==> config.mk <==
export PLATFORM = sky130hd
export DESIGN_NAME = sqrt_share_arbiter
export DESIGN_NICKNAME = d
export VERILOG_FILES = /design/src/rtl/sqrt_share_pkg.sv /design/src/rtl/sqrt_share_arbiter_rr_arbiter.sv /design/src/rtl/sqrt_share_arbiter.sv
export SDC_FILE = /design/constraint.sdc
export NUM_CORES = 1
export LEC_CHECK = 0
export CAP_MARGIN = 20
export CELL_PAD_IN_SITES_DETAIL_PLACEMENT = 0
export CELL_PAD_IN_SITES_GLOBAL_PLACEMENT = 1
export CORE_MARGIN = 5
export CORE_UTILIZATION = 32
export DETAILED_ROUTE_END_ITERATION = 10
export PLACE_DENSITY = 0.77
export SYNTH_ARGS = -nofsm -noshare
export SYNTH_HDL_FRONTEND = slang
export SYNTH_SLANG_ARGS = --single-unit
==> constraint.sdc <==
create_clock -name clk -period 3.9 [get_ports clk]
set_input_delay 1.17 -clock clk [delete_from_list [all_inputs] [get_ports clk]]
set_output_delay 1.17 -clock clk [all_outputs]
set_load 0.01 [all_outputs]
==> src/rtl/sqrt_share_pkg.sv <==
// Shared types and sizing helpers for the square-root sharing arbiter.
package sqrt_share_pkg;

    // Controller states: waiting for a request, holding the radicand, offering the result.
    typedef enum logic [1:0] {
        IDLE = 2'd0,
        RUN  = 2'd1,
        RESP = 2'd2
    } state_t;

    localparam int DEFAULT_WIDTH   = 4;
    // The extractor needs 4*WIDTH cycles to settle; this is the smallest safe hold time.
    localparam int DEFAULT_LATENCY = 4 * DEFAULT_WIDTH;

    // Bits needed to index n items; never less than one bit.
    function automatic int id_width(input int n);
        return (n < 2) ? 1 : $clog2(n);
    endfunction

endpackage

==> src/rtl/sqrt_share_arbiter_rr_arbiter.sv <==
// Combinational round-robin arbiter: picks the first asserted request at or
// above the pointer, wrapping around. The pointer register lives in the parent.
module rr_arbiter
    import sqrt_share_pkg::*;
#(
    parameter int NREQ = 4,
    localparam int IDW = id_width(NREQ)
) (
    input  logic [NREQ-1:0] req,
    input  logic [IDW-1:0]  ptr,
    input  logic            en,
    output logic [NREQ-1:0] grant,
    output logic [IDW-1:0]  idx
);

    localparam logic [IDW:0] NREQ_W = (IDW + 1)'(NREQ);

    logic [IDW:0]   sum;
    logic [IDW-1:0] cand;
    logic           found;

    // Scan NREQ candidates starting at the pointer; the first valid one wins.
    always_comb begin
        grant = '0;
        idx   = '0;
        found = 1'b0;
        sum   = '0;
        cand  = '0;
        for (int i = 0; i < NREQ; i++) begin
            sum = {1'b0, ptr} + (IDW + 1)'(i);
            if (sum >= NREQ_W) begin
                sum = sum - NREQ_W;
            end
            cand = sum[IDW-1:0];
            if (en && !found && req[cand]) begin
                found       = 1'b1;
                grant[cand] = 1'b1;
                idx         = cand;
            end
        end
    end

endmodule

==> src/rtl/sqrt_share_arbiter.sv <==
// Shares one square_extractor among NREQ requesters. One request is accepted
// at a time (round-robin), its radicand is held on ext_radicand for LATENCY
// cycles, then root and remainder are returned tagged with the requester ID.
//
// Handshakes: a transfer happens on a rising edge where valid and ready are
// both 1. Requesters hold req_valid and their radicand until accepted; the
// response holds rsp_* stable while rsp_valid=1 and rsp_ready=0.
module sqrt_share_arbiter
    import sqrt_share_pkg::*;
#(
    parameter int WIDTH   = DEFAULT_WIDTH,
    parameter int NREQ    = 4,
    parameter int LATENCY = DEFAULT_LATENCY,
    localparam int IDW    = id_width(NREQ),
    localparam int RW     = 2 * WIDTH
) (
    input  logic                 clk,
    input  logic                 rst_n,
    input  logic [NREQ-1:0]      req_valid,
    input  logic [NREQ*RW-1:0]   req_radicand,
    output logic [NREQ-1:0]      req_ready,
    output logic                 rsp_valid,
    input  logic                 rsp_ready,
    output logic [IDW-1:0]       rsp_id,
    output logic [WIDTH-1:0]     rsp_root,
    output logic [WIDTH:0]       rsp_rem,
    output logic [RW-1:0]        ext_radicand,
    input  logic [WIDTH-1:0]     ext_dout,
    input  logic [WIDTH:0]       ext_remainder,
    output logic [1:0]           fsm_state
);

    localparam int CW                 = id_width(LATENCY);
    localparam logic [CW-1:0] CNT_LAST = CW'(LATENCY - 1);
    localparam logic [IDW-1:0] ID_LAST = IDW'(NREQ - 1);

    state_t          state;
    state_t          state_next;
    logic [IDW-1:0]  ptr;
    logic [IDW-1:0]  ptr_next;
    logic [CW-1:0]   cnt;
    logic            arb_en;
    logic            accept;
    logic            sample;
    logic [NREQ-1:0] grant;
    logic [IDW-1:0]  grant_idx;
    logic [RW-1:0]   rad_arr [NREQ];

    // Grants are only offered in IDLE and never while reset is asserted.
    assign arb_en    = rst_n && (state == IDLE);
    assign req_ready = grant;
    assign fsm_state = state;
    assign ptr_next  = (grant_idx == ID_LAST) ? '0 : grant_idx + IDW'(1);

    rr_arbiter #(
        .NREQ (NREQ)
    ) u_arb (
        .req   (req_valid),
        .ptr   (ptr),
        .en    (arb_en),
        .grant (grant),
        .idx   (grant_idx)
    );

    // Unpack the flat radicand bus into one word per requester.
    always_comb begin
        for (int i = 0; i < NREQ; i++) begin
            rad_arr[i] = req_radicand[i*RW +: RW];
        end
    end

    // State register.
    always_ff @(posedge clk or negedge rst_n) begin
        if (!rst_n) begin
            state <= IDLE;
        end else begin
            state <= state_next;
        end
    end

    // Next-state logic plus the accept/sample strobes that steer the datapath.
    always_comb begin
        state_next = state;
        accept     = 1'b0;
        sample     = 1'b0;
        case (state)
            IDLE: begin
                if (|grant) begin
                    accept     = 1'b1;
                    state_next = RUN;
                end
            end
            RUN: begin
                if (cnt == CNT_LAST) begin
                    sample     = 1'b1;
                    state_next = RESP;
                end
            end
            RESP: begin
                if (rsp_ready) begin
                    state_next = IDLE;
                end
            end
            default: begin
                state_next = IDLE;
            end
        endcase
    end

    // Datapath: capture the granted radicand, count the hold time, latch results.
    always_ff @(posedge clk or negedge rst_n) begin
        if (!rst_n) begin
            ptr          <= '0;
            cnt          <= '0;
            ext_radicand <= '0;
            rsp_valid    <= 1'b0;
            rsp_id       <= '0;
            rsp_root     <= '0;
            rsp_rem      <= '0;
        end else begin
            if (accept) begin
                ext_radicand <= rad_arr[grant_idx];
                rsp_id       <= grant_idx;
                ptr          <= ptr_next;
                cnt          <= '0;
            end
            if (state == RUN) begin
                cnt <= cnt + CW'(1);
            end
            if (sample) begin
                rsp_root  <= ext_dout;
                rsp_rem   <= ext_remainder;
                rsp_valid <= 1'b1;
            end
            if (state == RESP && rsp_ready) begin
                rsp_valid <= 1'b0;
            end
        end
    end

endmodule

==> impl_metrics.toml, run 1 <==
[critical_path]
start_kind = "input pin"
path_buf_inv = 3
required_ns = 2.73
cp_max_fo = 4
cp_top_family = "simple AND/OR/NAND/NOR gates"
cpMaxStageDelayCell = "mux4_2"
worstSetupPathType = "input pin to output port"
crit_chain = "buf_6 -> mux4_2 -> or2_4 -> nor3b_4 -> buf_4 -> a221o_1 -> buf_2"
cp-end-kind = "output port"
slowest_delay_ns = 0.53
cp_data_arrival_time_ns = 2.81

[synth]
synthesis.nets = 338
synth_xor_area_share_pct = 0.343
async_flop_share_pct = 100
synth-simple-area-share_pct = 17.0
syn_inst = 280
ys_types = 44
synth_top_family_by_area = "compound AO/OA/AOI/OAI gates"
synth-warning-count = 0
avgSynthCellArea_um2 = 9.13
netlist.top_cell.by_area = "dfrtp_1"
muxShareOfSynthArea_pct = 19.3
synth-adder-area-share_pct = 4.89
netlist.area_leader.share_pct = 27.4
netlist_area_um2 = 2560
ys_seq_elements = 28
synth_ff_type = "dfrtp_1"
synthTopCellsByArea = "dfrtp_1, mux2i_1, o22a_1"
ys_seq_area_share_pct = 27.4
synth-compound-area-share_pct = 26.1
synth_edf_count = 0

[route]
drt-pass1-iter-count = 4
num_vias = 2521
drt_wl_total_um = 7550
drtAntennaViolNets = 0
avgViaCountPerCell = 5.29
drc = 0
drt_iter0_markers = 113
wl_per_cell_um = 15.8

[grt]
grt_max_degree = 30
grt_pass1_vias = 2417
grt_pass1_wl_um = 12400
grtUsageTotal_pct = 15.0
overflow = 0
antenna_found_initial = 0

[placement]
hpwl_um = 5730
place.gp.congestion = 0.889
io_buffers = 73

[finish]
layout-drive-gt1-share_pct = 24.0
nNetsFinal = 434
final_common_cell = "clkdlybuf4s50_1"
diodes = 0
layout_common_cells = "clkdlybuf4s50_1, buf_4, dfrtp_1"
areaGrowthSynthToFinish_pct = 45.4
final_util_pct = 47.8
fillers = 758

[floorplan]
die_h_um = 99.4
num_rows = 32
die_x_um = 99.4
die_area_um2 = 9880
initial_core_util_pct = 32.9
io_pins = 74
core_area_um2 = 7770

[sta]
fin_crit_sh_pct = 102
layout_min_cycle_time_ns = 3.98
hold_viol = 0
max_slew.worst_pin.slew_ns = 0.999
setup_viol = 1
fin_ws_ns = -0.0797
clock_skew_ns = 0.00163
final_max_slew_viol_count = 0
max_freq_mhz = 251
rsz0062_at_grt = "yes"
relSlewSlack_pct = 32.7
hold_ws_ns = 0.511

[power]
ir_worst_vdd_v = 0.000201
p_per_area_nw_per_um2 = 594
power.leakage_nw = 1.56

[clock_tree]
numCtsBuffers = 3
cts_sinks = 28
clkSlewWorstSetupHoldPaths_ns = 0.09
cts_buffer_depth = 2
ctsHoldBuffers = 0
worstSkewPairLatency_ns = 0.27
cts.htree.levels = 1
cts_tree = "done"
cts-root-buf = "clkbuf_8"

[status]
violations = "setup timing"
status = "finished with violations"

[flow_run]
cap_violations = 0

[hold_path]
hp-class = "register to register"
-- synthesized netlist by cell type, drive strengths merged (3+ instances only) --
library cell / number
mux2: 12
ha: 10
a31oi: 8
clkbuf: 10
a21oi: 13
dfrtp: 28
nor3b: 3
a221o: 4
o22a: 16
mux2i: 26
o22ai: 10
inv: 8
nand3: 10
nor2: 24
o211ai: 9
or3b: 5
nand2b: 3
buf: 8
nor2b: 4
or3: 8
o311ai: 8
mux4: 4
nand2: 20
o21ai: 19
-- per-layer routing --
layer,wire [um],part of all wire [%],vias up,track usage [%]
met3,545,7.2,8,2.45
met2,3450,46,95,23.9
li1,-,-,1257,-
met1,3490,46,1161,21.5
met5,0,0,-,0
met4,73,0.97,0,3.26
-- registers in the layout, summed over array words and instances (netlist names) --
name,cells
rsp_root,4
rsp_valid,1
cnt,4
ptr,2
ext_radicand,8
rsp_rem,5
rsp_id,2
fsm_state,2
-- stage by stage --
step           setup slack (ns)  setup TNS (ns)  total power [W]  area (um2)  instances
3_5_place_dp             -0.815           -5.54          0.00192        3530        465
2_1_floorplan            0.0554               0          0.00139        2560        280
6_report                -0.0797         -0.0797          0.00221        3720        477
4_1_cts                 -0.0361         -0.0627          0.00221        3690        475
5_1_grt                  -0.145          -0.187          0.00237        3720        477
3_3_place_gp             -0.741           -4.31          0.00189        3530        465
-- timing repair --
| item | in CTS | in global routing |
|---|---|---|
| pin swaps | 7 | 5 |
| resized for setup | 52 | 5 |
| buffers inserted | 7 | 2 |
| setup endpoints to repair | 4 | 4 |
| hold endpoints to repair | 0 | 0 |
-- where the power goes --
| group | internal (W) | total (W) | switching, W | leakage, nW |
|---|---|---|---|---|
| clock | 0.000137 | 0.000221 | 0.0000834 | 0.0357 |
| sequential | 0.000410 | 0.000492 | 0.0000823 | 0.337 |
| combinational | 0.000775 | 0.00150 | 0.000720 | 1.19 |
-- area by class of cell --
cell class	count	area, um2	share of cell area [%]
repair buffers	109	1020	27.3
flip-flops and latches	28	702	18.9
clock buffers	3	41.3	1.11
clock inverters	1	30.0	0.808
inverters	8	30.0	0.808
well taps	102	128	3.43
multi-input cells	226	1770	47.6
-- kinds of logic (layout without fill, tap and decap cells) --
logic type,after synthesis,in the layout
AO/OA/AOI/OAI,91,91
XOR/XNOR,1,1
adder cells (fa/ha/maj),10,10
buffers and inverters,26,121
flip-flops,28,28
multiplexers,42,42
AND/OR/NAND/NOR,82,82
-- final timing paths --
kind                         startpoint      endpoint  slack, ns  cells past startpoint
setup reg to reg                 ptr[0]     rsp_id[1]       0.61                     10
hold reg to reg              rsp_rem[3]    rsp_rem[3]       0.51                      1
max in group asynchronous         rst_n        ptr[0]       2.60                      2
min in group asynchronous         rst_n   rsp_root[0]       1.02                      2
hold / removal               rsp_rem[3]    rsp_rem[3]       0.51                      1
setup / recovery           req_valid[3]  req_ready[3]      -0.08                      7
(Power assumes the default switching activity.)
==> run 2: changes to the inputs <==
--- a/config.mk
+++ b/config.mk
@@ -12,6 +12,8 @@
 export CORE_UTILIZATION = 32
 export DETAILED_ROUTE_END_ITERATION = 10
 export PLACE_DENSITY = 0.77
+export SETUP_SLACK_MARGIN = 0.02
+export SKIP_CTS_REPAIR_TIMING = 1
 export SYNTH_ARGS = -nofsm -noshare
 export SYNTH_HDL_FRONTEND = slang
 export SYNTH_SLANG_ARGS = --single-unit
==> run 2 against run 1 <==
Net effect:
- the flow still finishes with violations (setup timing)
- sequential power barely moved
- design area fell by 1.0%
- die area did not move
- via count rose by 0.63%
- global-route usage fell by 0.26 points
- highest routed layer unchanged
==> impl_metrics.toml, run 2 (synthesized netlist as in run 1, its figures left out) <==
[clock_tree]
cts_tree = "done"
cts_buffer_depth = 2
numCtsBuffers = 3
cts_sinks = 28
cts.htree.levels = 1
cts-root-buf = "clkbuf_8"
clkSlewWorstSetupHoldPaths_ns = 0.09
worstSkewPairLatency_ns = 0.26

[route]
num_vias = 2537
wl_per_cell_um = 15.8
drtAntennaViolNets = 0
drt_iter0_markers = 119
drt_wl_total_um = 7490
avgViaCountPerCell = 5.35
drt-pass1-iter-count = 4
drc = 0

[critical_path]
worstSetupPathType = "input pin to output port"
cp_max_fo = 4
required_ns = 2.73
ff2ff_path_depth = 9
cp-end-kind = "output port"
ff2ff_setup_slack_ns = 0.59
cp_data_arrival_time_ns = 2.73
start_kind = "input pin"

[grt]
grtUsageTotal_pct = 14.8
grt_max_degree = 30
grt_pass1_wl_um = 12300
antenna_found_initial = 0
overflow = 0
grt_pass1_vias = 2378

[sta]
rsz0062_at_grt = "yes"
fin_crit_sh_pct = 100
layout_min_cycle_time_ns = 3.90
setup_viol = 1
hold_viol = 0
max_slew.worst_pin.slew_ns = 1.01
fin_ws_ns = -0.00128
final_max_slew_viol_count = 0
hold_ws_ns = 0.511
clock_skew_ns = 0.00148
relSlewSlack_pct = 32.3
max_freq_mhz = 256

[floorplan]
die_x_um = 99.4
die_h_um = 99.4
io_pins = 74
num_rows = 32
initial_core_util_pct = 32.9
core_area_um2 = 7770
die_area_um2 = 9880

[finish]
layout-drive-gt1-share_pct = 23.1
areaGrowthSynthToFinish_pct = 43.9
final_common_cell = "clkdlybuf4s50_1"
fillers = 762
diodes = 0
nNetsFinal = 431
largest_reg_flops = 8
layout_common_cells = "clkdlybuf4s50_1, buf_4, dfrtp_1"
top_register = "ext_radicand"
top_regs = "ext_radicand x8, rsp_rem x5"

[power]
p_per_area_nw_per_um2 = 588
ir_worst_vdd_v = 0.000201
total_power_w = 0.00216
power.leakage_nw = 1.55

[placement]
hpwl_um = 5730
place.gp.congestion = 0.889
io_buffers = 73

[flow_run]
cap_violations = 0

[hold_path]
hp-class = "register to register"
whs_path_depth = 1

[status]
status = "finished with violations"
violations = "setup timing"
## run 2: cell count changes in the layout (fill, tap and decap cells not counted), sizes merged
| cell | change |
|---|---|
| buf | -5 |
| clkbuf | +2 |
| dlymetal6s2s | +1 |
| clkdlybuf4s15 | -1 |
## run 2: critical path: stages
cell and delay (ns):
buf_6 0.10, buf_6 0.11, mux4_2 0.45, nor2b_4 0.14, nor3b_4 0.14, buf_4 0.14
a221o_1 0.33, buf_2 0.15
## run 2: area by class of cell
type                            count  area [um2]  share of cell area (%)
Clock buffer                        3        41.3                    1.12
Clock inverter                      1        30.0                   0.816
Inverter                            8        30.0                   0.816
Multi-Input combinational cell    226        1760                    47.9
Sequential cell                    28         702                    19.1
Tap cell                          102         128                    3.47
Timing Repair Buffer              106         985                    26.8
## run 2: report_power, final
part | leakage, nW | internal [W] | switching [W]
Combinational | 1.18 | 0.000742 | 0.000710
Clock | 0.0357 | 0.000137 | 0.0000828
Sequential | 0.337 | 0.000410 | 0.0000826
Total | 1.55 | 0.00129 | 0.000875
## run 2: final timing paths
path                                end          from
setup / recovery           req_ready[3]  req_valid[0]
hold / removal               rsp_rem[3]    rsp_rem[3]
setup reg to reg              rsp_id[1]        ptr[0]
hold reg to reg              rsp_rem[3]    rsp_rem[3]
max in group asynchronous        ptr[0]         rst_n
min in group asynchronous   rsp_root[0]         rst_n
## run 2: per-stage QoR
| step | worst slack, ns | setup TNS (ns) | instance area, um2 | utilization [%] | instances |
|---|---|---|---|---|---|
| floorplan | 0.0554 | 0 | 2560 | - | 280 |
| global placement | -0.741 | -4.31 | 3530 | 45.4 | 465 |
| detailed placement | -0.815 | -5.54 | 3530 | 45.4 | 465 |
| CTS | -0.825 | -3.21 | 3600 | 46.4 | 469 |
| global route | -0.0631 | -0.129 | 3680 | 47.4 | 474 |
| finish | -0.00128 | -0.00128 | 3680 | 47.4 | 474 |
## run 2: metal layers
metal  vias to the layer above  track usage (%)  wire length [um]
met5                         -                0                 0
met4                         0             3.15                82
met3                        10             2.45               489
met2                       101             22.9              3350
met1                      1175             21.5              3570
li1                       1251                -                 -
